## config.mk

```make
export PLATFORM = sky130hd
export DESIGN_NAME = route12_demux
export DESIGN_NICKNAME = d
export VERILOG_FILES = /design/src/rtl/mips_route_pkg.sv /design/src/rtl/route12_demux_fifo2.sv /design/src/rtl/route12_demux.sv
export SDC_FILE = /design/constraint.sdc
export NUM_CORES = 1
export LEC_CHECK = 0
export BUFFER_PORTS_ARGS = -buffer_cell sky130_fd_sc_hd__buf_4
export CORE_ASPECT_RATIO = 2
export CORE_MARGIN = 1
export CORE_UTILIZATION = 29
export DETAILED_ROUTE_END_ITERATION = 8
export PLACE_DENSITY = 0.45
export SLEW_MARGIN = 15
export SYNTH_ARGS = -nofsm -noshare
export SYNTH_HDL_FRONTEND = slang
export SYNTH_SLANG_ARGS = --single-unit
```

## constraint.sdc

```tcl
create_clock -name clk -period 6.85 [get_ports clk]
set_clock_uncertainty 0.1 [all_clocks]
set_input_delay 1.7125 -clock clk [delete_from_list [all_inputs] [get_ports clk]]
set_output_delay 1.7125 -clock clk [all_outputs]
set_load 0.05 [all_outputs]
```

## src/rtl/mips_route_pkg.sv

```systemverilog
// ============================================================================
// mips_route_pkg : occupancy encodings shared by the route12 demux slice
// Revision: 1.0
// ============================================================================
`default_nettype none

package mips_route_pkg;

  localparam int c_depth = 2;

  typedef enum logic [1:0] {
    EMPTY = 2'd0,
    ONE   = 2'd1,
    FULL  = 2'd2
  } occ_e;

endpackage

`default_nettype wire

```

## src/rtl/route12_demux_fifo2.sv

```systemverilog
// ============================================================================
// fifo2 : two-slot per-destination buffer with wrapping pointers and count
// Revision: 1.0
// ============================================================================
`default_nettype none

module fifo2
  import mips_route_pkg::*;
#(
  parameter int WIDTH = 12
) (
  input  logic             clk,
  input  logic             reset,
  input  logic             push,
  input  logic [WIDTH-1:0] push_data,
  input  logic             pop,
  output logic             valid,
  output logic [WIDTH-1:0] data,
  output logic [1:0]       count
);

  logic [WIDTH-1:0] r_slot [2];
  logic             r_wptr;
  logic             r_rptr;
  occ_e             r_state;
  occ_e             w_state_nxt;
  logic             w_do_push;
  logic             w_do_pop;

  // Guard locally so a stray push into FULL or pop from EMPTY cannot corrupt state.
  assign w_do_push = push && (r_state != FULL);
  assign w_do_pop  = pop && (r_state != EMPTY);

  always_comb begin
    w_state_nxt = r_state;
    case (r_state)
      EMPTY: if (w_do_push) w_state_nxt = ONE;
      ONE: begin
        if (w_do_push && !w_do_pop)      w_state_nxt = FULL;
        else if (!w_do_push && w_do_pop) w_state_nxt = EMPTY;
      end
      FULL:    if (w_do_pop) w_state_nxt = ONE;
      default: w_state_nxt = EMPTY;
    endcase
  end

  always_ff @(posedge clk) begin
    if (reset) begin
      r_state <= EMPTY;
      r_wptr  <= 1'b0;
      r_rptr  <= 1'b0;
    end else begin
      r_state <= w_state_nxt;
      if (w_do_push) r_wptr <= ~r_wptr;
      if (w_do_pop)  r_rptr <= ~r_rptr;
    end
  end

  // Data slots carry no reset; contents are meaningless while valid is low.
  always_ff @(posedge clk) begin
    if (w_do_push && !reset) r_slot[r_wptr] <= push_data;
  end

  assign valid = (r_state != EMPTY);
  assign data  = r_slot[r_rptr];
  assign count = r_state;

endmodule

`default_nettype wire

```

## src/rtl/route12_demux.sv

```systemverilog
// ============================================================================
// route12_demux : 1-to-2 stream demux steering each word into a 2-deep buffer
// Revision: 1.0
// ============================================================================
`default_nettype none

module route12_demux
  import mips_route_pkg::*;
#(
  parameter int WIDTH = 12,
  parameter int DEPTH = 2
) (
  input  logic             clk,
  input  logic             reset,
  input  logic             in_valid,
  output logic             in_ready,
  input  logic             in_sel,
  input  logic [WIDTH-1:0] in_data,
  output logic             out0_valid,
  input  logic             out0_ready,
  output logic [WIDTH-1:0] out0_data,
  output logic [1:0]       out0_count,
  output logic             out1_valid,
  input  logic             out1_ready,
  output logic [WIDTH-1:0] out1_data,
  output logic [1:0]       out1_count
);

  generate
    if (DEPTH != c_depth) begin : g_bad_depth
      $error("route12_demux supports DEPTH=2 only");
    end
  endgenerate

  logic w_push0;
  logic w_push1;

  // Ready looks only at the selected buffer's occupancy, never at downstream ready.
  assign in_ready = in_sel ? (out1_count != FULL) : (out0_count != FULL);
  assign w_push0  = in_valid && in_ready && !in_sel;
  assign w_push1  = in_valid && in_ready && in_sel;

  fifo2 #(.WIDTH(WIDTH)) u_fifo0 (
    .clk       (clk),
    .reset     (reset),
    .push      (w_push0),
    .push_data (in_data),
    .pop       (out0_ready),
    .valid     (out0_valid),
    .data      (out0_data),
    .count     (out0_count)
  );

  fifo2 #(.WIDTH(WIDTH)) u_fifo1 (
    .clk       (clk),
    .reset     (reset),
    .push      (w_push1),
    .push_data (in_data),
    .pop       (out1_ready),
    .valid     (out1_valid),
    .data      (out1_data),
    .count     (out1_count)
  );

endmodule

`default_nettype wire
```

==> key figures, run 1 <==
Status
  • Status: finished clean

Finish
  • Fraction of layout cells with a size suffix above 1: 48.7%
  • Commonest cells after routing, fill and taps aside: buf_4, edfxtp_1, mux2_2
  • Commonest non-fill, non-tap cell in the layout: buf_4
  • ANT cells: 0
  • Finished layout cell area: 2980 µm²
  • Final net count: 208
  • Area grow syn2layout: 36.0%
  • Layout fillers: 721

Setup path
  • R2r startpoint: u_fifo1.count[0]
  • CP top delay family: buffers and inverters
  • CP Launch Type: input port
  • Reg-to-reg slack, setup: 5.22 ns
  • Setup CP Type: in -> out
  • Max incr delay on CP: 0.21 ns
  • Required time of the critical path: 5.04 ns
  • CP endpoint kind: output port
  • Crit path cell chain: buf_4 > inv_2 > mux2i_1 > buf_4
  • Crit-path slowest cell: buf_4
  • Crit Reg-Reg Endpoint: u_fifo1.r_slot[0][7]
  • CP bufs+invs: 3
  • Critical path's most frequent cell: buf_4
  • Crit path max fanout: 7
  • Reg2reg path depth: 4
  • Worst EP arrival: 2.32 ns

CTS
  • CTS tree: done
  • CTS resizes: 0
  • Clock Latency Late Sink: 0.31 ns
  • Hold_buf cts: 0
  • Postcts setup bufs: 0
  • Clock sink count: 58
  • Clk buf depth: 2
  • Root Driver: clkbuf_16
  • H-tree depth: 3
  • CTS clk-pin slew, worst paths: 0.05 ns
  • CTS Buf Count: 9

Min path
  • Min-Delay Path Depth: 2
  • Worst hold-check path type: reg -> reg
  • Min-delay src: u_fifo0.r_rptr

Timing
  • FMAX: 242 MHz
  • Slew margin rel.: 57.1%
  • Minimum clock period: 4.13 ns
  • Period utilization: 60.3%
  • Setup TNS: 0 ns
  • Final hold vios: 0
  • Final setup vio count: 0
  • Final worst slack: 2.72 ns
  • Fin. max-slew vios: 0
  • Slew at the pin closest to its max-slew limit: 0.643 ns
  • RSZ-0062 raised after global routing: no

Drt
  • Final antenna-violating net count: 0
  • Wire length per cell: 14.5 µm
  • Via count: 1283
  • Drt first pass iters: 4
  • Vias/cell: 4.47
  • Drt drc: 0
  • Drt total wl: 4.17 mm
  • DRT iter0 DRCs: 43

Die
  • # IOs: 49
  • Starting Density: 30.1%
  • Core region area: 7270 µm²
  • Die Ht: 125 µm
  • DIE WIDTH: 63.5 µm
  • Die area: 7930 µm²
  • FP Rows: 44

Place
  • Post-DP HPWL: 2.82 mm
  • Port Buffers: 48
  • Placed Area: 2700 µm²
  • Dpl ws: 2.71 ns
  • Placer Congestion: 0.708

Synthesis
  • YS warnings: 0
  • Netlist Area Pre-Place: 2190 µm²
  • Mean Syn Cell Area: 16.9 µm²
  • Mapped Cells: 130
  • Seq/Total Area, Yosys: 74.9%
  • Register bit total from synthesis: 58
  • Yosys cell types: 23
  • Synth Net Count: 148

GRT
  • GRT overflow: 0
  • First-pass GRT wire length: 6.71 mm
  • Largest net degree at the start of global routing: 13
  • GRT Total Usage: 11.9%
  • Vias in the first global route: 1331
  • Initial antenna violation count: 0

Flow run
  • Max-Cap Viols: 0

Power and ir drop
  • Pleak: 1.10 nW
  • Pwr dens: 298 nW/µm²
  • Peak VDD IR: 0.000102 V
  • Total power: 888 µW
[report_power, final]
group	switching, mW	total (mW)	internal [mW]
Clock	0.134	0.406	0.272
Sequential	0.00685	0.399	0.392
Combinational	0.0520	0.0829	0.0310
Total	0.193	0.888	0.695
[worst min-delay path, stage by stage (launching register included)]
cell and delay, ns:
dfxtp_1 0.32, xor2_1 0.08, nor2_1 0.07
[routing by layer]
metal | up-vias | track usage, % | wire [µm]
li1 | 615 | - | -
met1 | 623 | 12.2 | 1550
met5 | - | 0 | 0
met3 | 8 | 4.30 | 227
met4 | 0 | 8.42 | 109
met2 | 37 | 19.5 | 2280
[kinds of logic after synthesis]
family | synth area share [%]
AND/OR/NAND/NOR | 6.97
flip-flops | 74.9
AO/OA/AOI/OAI | 3.20
buffers and inverters | 1.31
XOR/XNOR | 0.800
multiplexers | 12.8
[synthesized netlist by cell type]
| master | instances | area (µm²) |
|---|---|---|
| nor3_1 | 2 | 10.0 |
| nor4b_1 | 3 | 26.3 |
| o21ai_0 | 6 | 30.0 |
| nor2_1 | 6 | 22.5 |
| mux2_2 | 24 | 270 |
| dfxtp_1 | 10 | 200 |
| nand2b_1 | 2 | 12.5 |
| nor3b_1 | 2 | 15.0 |
| clkbuf_1 | 1 | 3.75 |
| mux2i_1 | 1 | 10.0 |
| edfxtp_1 | 48 | 1440 |
| a21oi_1 | 2 | 10.0 |
| xor2_1 | 2 | 17.5 |
| nor4_1 | 1 | 6.26 |
| nand2_1 | 1 | 3.75 |
| inv_2 | 1 | 3.75 |
| inv_1 | 3 | 11.3 |
| buf_2 | 2 | 10.0 |
| a221oi_1 | 2 | 17.5 |
| a31oi_1 | 2 | 12.5 |
| or2_2 | 2 | 12.5 |
| nor2b_1 | 4 | 25.0 |
| or3_1 | 3 | 18.8 |
[sequential cells by signal, summed over array words and instances, names as in the netlist, named ones only]
signal / cells
u_fifo0.count: 2
u_fifo0.r_rptr: 1
u_fifo0.r_slot: 24
u_fifo0.r_wptr: 1
u_fifo1.count: 2
u_fifo1.r_rptr: 1
u_fifo1.r_slot: 24
u_fifo1.r_wptr: 1
[stage by stage]
| step | hold slack (ns) | cells | utilization (%) |
|---|---|---|---|
| floorplan | 0.366 | 130 | - |
| global placement | 0.390 | 271 | 37.1 |
| detailed placement | 0.389 | 271 | 37.1 |
| CTS | 0.408 | 287 | 41.0 |
| global route | 0.431 | 287 | 41.0 |
| finish | 0.402 | 287 | 41.0 |
[worst max path at each step]
stage | from | endpoint | slack, ns | cells after the start
final | in_sel | in_ready | 2.72 | 4
after global routing | in_sel | in_ready | 2.69 | 4
after CTS | in_sel | in_ready | 2.71 | 4
after global placement | in_sel | in_ready | 2.72 | 4
after floorplan | in_sel | in_ready | 2.41 | 2
after detailed placement | in_sel | in_ready | 2.71 | 4
[layout make-up]
class                   count  area, µm²  share of cell area (%)
repair buffers             52        390                    13.1
clock buffers              14        274                    9.20
multi-input cells          65        533                    17.9
well taps                  92        115                    3.86
clock inverters             2       10.0                   0.336
flip-flops and latches     58       1640                    55.1
inverters                   4       15.0                   0.504
Power figures use the tool's default switching activity.
==> inputs of run 2 (changes only) <==
--- a/config.mk
+++ b/config.mk
@@ -5,6 +5,7 @@
 export SDC_FILE = /design/constraint.sdc
 export NUM_CORES = 1
 export LEC_CHECK = 0
+export ABC_AREA = 1
 export BUFFER_PORTS_ARGS = -buffer_cell sky130_fd_sc_hd__buf_4
 export CORE_ASPECT_RATIO = 2
 export CORE_MARGIN = 1
==> constraint.sdc (replaced) <==
create_clock -name clk -period 4 [get_ports clk]
set_clock_uncertainty 0.1 [all_clocks]
set_input_delay 1 -clock clk [delete_from_list [all_inputs] [get_ports clk]]
set_output_delay 1 -clock clk [all_outputs]
set_load 0.05 [all_outputs]
==> run 2 against run 1 <==
  * Clock power rose by 52%
  * Global-route usage rose by 0.40 points
  * Sequential cell count is the same
  * Non-clock buffer count unchanged
  * Critical path type is now reg -> out
  * Largest cell class unchanged
  * Largest power group is now sequential cells
  * Highest routed layer unchanged
==> key figures, run 2 <==
Status
  • Status: finished clean

Setup path
  • Crit-path slowest cell: dfxtp_1
  • Worst EP arrival: 1.69 ns (-0.63 ns)
  • Crit path max fanout: 12 (+5)
  • Max incr delay on CP: 0.75 ns (+0.54 ns)
  • Required time of the critical path: 2.90 ns (-2.14 ns)
  • CP Launch Type: register
  • Crit path cell chain: mux2_2 > buf_4
  • CP endpoint kind: output port
  • Setup CP Type: reg -> out

Finish
  • Area grow syn2layout: 33.1%
  • Finished Core Util: 39.5% (-1.5 points)
  • Fraction of layout cells with a size suffix above 1: 50.0% (+1.3 points)
  • Top flop regs: u_fifo0.r_slot x24, u_fifo1.r_slot x24
  • Finished layout cell area: 2980 µm² (about the same)
  • Commonest cells after routing, fill and taps aside: buf_4, edfxtp_1, mux2_2
  • Commonest non-fill, non-tap cell in the layout: buf_4
  • ANT cells: 0 (unchanged)
  • Final net count: 219 (+5.3%)
  • Post-Layout Cell Count: 298 (+3.8%)

GRT
  • First-pass GRT wire length: 6.82 mm (+1.8%)
  • Initial antenna violation count: 0 (unchanged)
  • Largest net degree at the start of global routing: 13 (unchanged)
  • GRT Total Usage: 12.3% (+0.40 points)
  • Vias in the first global route: 1391 (+4.5%)
  • GRT overflow: 0 (unchanged)

Timing
  • Setup TNS: 0 ns (unchanged)
  • Slew margin rel.: 54.3% (-2.8 points)
  • FMAX: 358 MHz
  • Minimum clock period: 2.79 ns
  • RSZ-0062 raised after global routing: no
  • Final hold vios: 0 (unchanged)
  • Slew at the pin closest to its max-slew limit: 0.684 ns (+0.0414 ns)
  • Period utilization: 69.8%
  • Hold Slack: 0.399 ns (-0.00272 ns)
  • Fin. max-slew vios: 0 (unchanged)
  • Final worst slack: 1.21 ns (-1.51 ns)
  • Final setup vio count: 0 (unchanged)

Die
  • FP Rows: 45 (+2.3%)
  • DIE WIDTH: 64.1 µm (+1.0%)
  • # IOs: 49 (unchanged)
  • Die area: 8090 µm² (+2.1%)
  • Core region area: 7540 µm² (+3.8%)
  • Die Ht: 126 µm (+1.0%)
  • Starting Density: 29.7% (-0.50 points)

Synthesis
  • Top_reg_cell synth: edfxtp_1
  • Most numerous cell in the Yosys netlist: edfxtp_1
  • Mapped Cells: 140 (+7.7%)
  • List of most frequent post-synthesis cells: edfxtp_1, mux2_2, dfxtp_1, nand2_1, a21oi_1
  • Area share of the largest cell type after synthesis: 64.4% (-1.4 points)
  • Netlist Area Pre-Place: 2240 µm² (+2.1%)
  • Register bit total from synthesis: 58 (unchanged)
  • Mean Syn Cell Area: 16.0 µm² (-5.2%)
  • Cell taking the most area after synthesis: edfxtp_1
  • YS warnings: 0 (unchanged)
  • Seq/Total Area, Yosys: 73.4% (-1.6 points)
  • Async SR Flop Fraction: 0% (unchanged)
  • Ranking of synthesized cells by area: edfxtp_1, mux2_2, dfxtp_1
  • Synth Net Count: 158 (+6.8%)
  • Post-synth EDFFs: 48 (unchanged)
  • Yosys cell types: 19 (-17%)

Drt
  • Drt drc: 0 (unchanged)
  • Final antenna-violating net count: 0 (unchanged)
  • Vias/cell: 4.43 (-0.99%)
  • Drt first pass iters: 6 (+2)
  • Wire length per cell: 14.5 µm (-0.43%)
  • Via count: 1319 (+2.8%)
  • DRT iter0 DRCs: 23 (-47%)
  • Drt total wl: 4.31 mm (+3.4%)

Power and ir drop
  • Pwr dens: 487 nW/µm² (+63%)
  • Switch share: 21.9% (+0.13 points)
  • NetSw: 317 µW (+64%)
  • Clk pwr share: 42.6% (-3.1 points)
  • Reg power frac: 47.1% (+2.2 points)
  • Internal power: 1.13 mW (+63%)
  • Total power: 1.45 mW (+63%)
  • Pleak: 1.10 nW (about the same)
  • Peak VDD IR: 0.000229 V (+120%)
  • Logic pwr share: 10.2% (+0.9 points)

CTS
  • H-tree depth: 3 (unchanged)
  • Root Driver: clkbuf_16
  • CTS tree: done
  • Hold_buf cts: 0 (unchanged)
  • CTS Buf Count: 9 (unchanged)
  • CTS resizes: 0 (unchanged)
  • Clock Latency Late Sink: 0.31 ns (about the same)
  • Clock sink count: 58 (unchanged)
  • Postcts setup bufs: 0 (unchanged)
  • CTS clk-pin slew, worst paths: 0.05 ns (about the same)
  • Clk buf depth: 2 (unchanged)

Place
  • Placed Area: 2730 µm² (+1.4%)
  • Post-DP HPWL: 2.96 mm (+4.9%)
  • Port Buffers: 48 (unchanged)
  • Inst Count DP: 284 (+4.8%)
  • Placer Congestion: 0.678 (-4.3%)
  • Dpl ws: 1.39 ns (-1.33 ns)

Min path
  • Worst hold-check path type: reg -> reg

Flow run
  • Max-Cap Viols: 0 (unchanged)
run 2: cell count changes after synthesis, sizes merged, moves of 3 or more:
cell and delta:
nand2 +15, nand3 +8, a21oi +6, inv +6
nor2b -4, nor4b -3, or3 -3
run 2: cell type report:
type / count / area (µm²)
Clock buffer: 13 / 240
Timing Repair Buffer: 52 / 390
Fill cell: 747 / 4570
Sequential cell: 58 / 1640
Clock inverter: 1 / 3.75
Tap cell: 94 / 118
Multi-Input combinational cell: 70 / 546
Inverter: 10 / 37.5
run 2: kinds of logic after synthesis:
family,count (synthesis),share of synthesized area [%]
mux,24,12.1
flops,58,73.4
compound gates,13,3.30
simple gates,33,8.56
buf+inv,12,2.68
run 2: per-layer routing:
metal | track usage [%] | up-vias | part of all wire, %
met4 | 9.15 | 0 | 3.4
li1 | - | 631 | -
met5 | 0 | - | 0
met3 | 4.17 | 11 | 5.2
met1 | 10.3 | 636 | 34
met2 | 22.7 | 41 | 58
run 2: final timing paths:
kind	slack, ns	startpoint	depth (start not counted)	end
setup reg to reg	2.57	u_fifo1.count[0]	5	u_fifo1.r_slot[1][1]
hold / removal	0.40	u_fifo1.r_rptr	2	register
hold reg to reg	0.40	u_fifo1.r_rptr	2	register
setup / recovery	1.21	register	2	out1_data[2]
run 2: power groups by stage:
stage	Combinational [mW]	Sequential (mW)	Clock [mW]
2_1_floorplan	0.0950	0.693	0
5_1_grt	0.157	0.685	0.657
6_report	0.148	0.683	0.618
4_1_cts	0.150	0.683	0.637
3_5_place_dp	0.150	0.694	0
3_3_place_gp	0.147	0.693	0
run 2: critical path: cells and delay by family, from the launching register on:
| family | cells | cell delay (ns) |
|---|---|---|
| buffers and inverters | 1 | 0.19 |
| flip-flops | 1 | 0.75 |
| multiplexers | 1 | 0.43 |
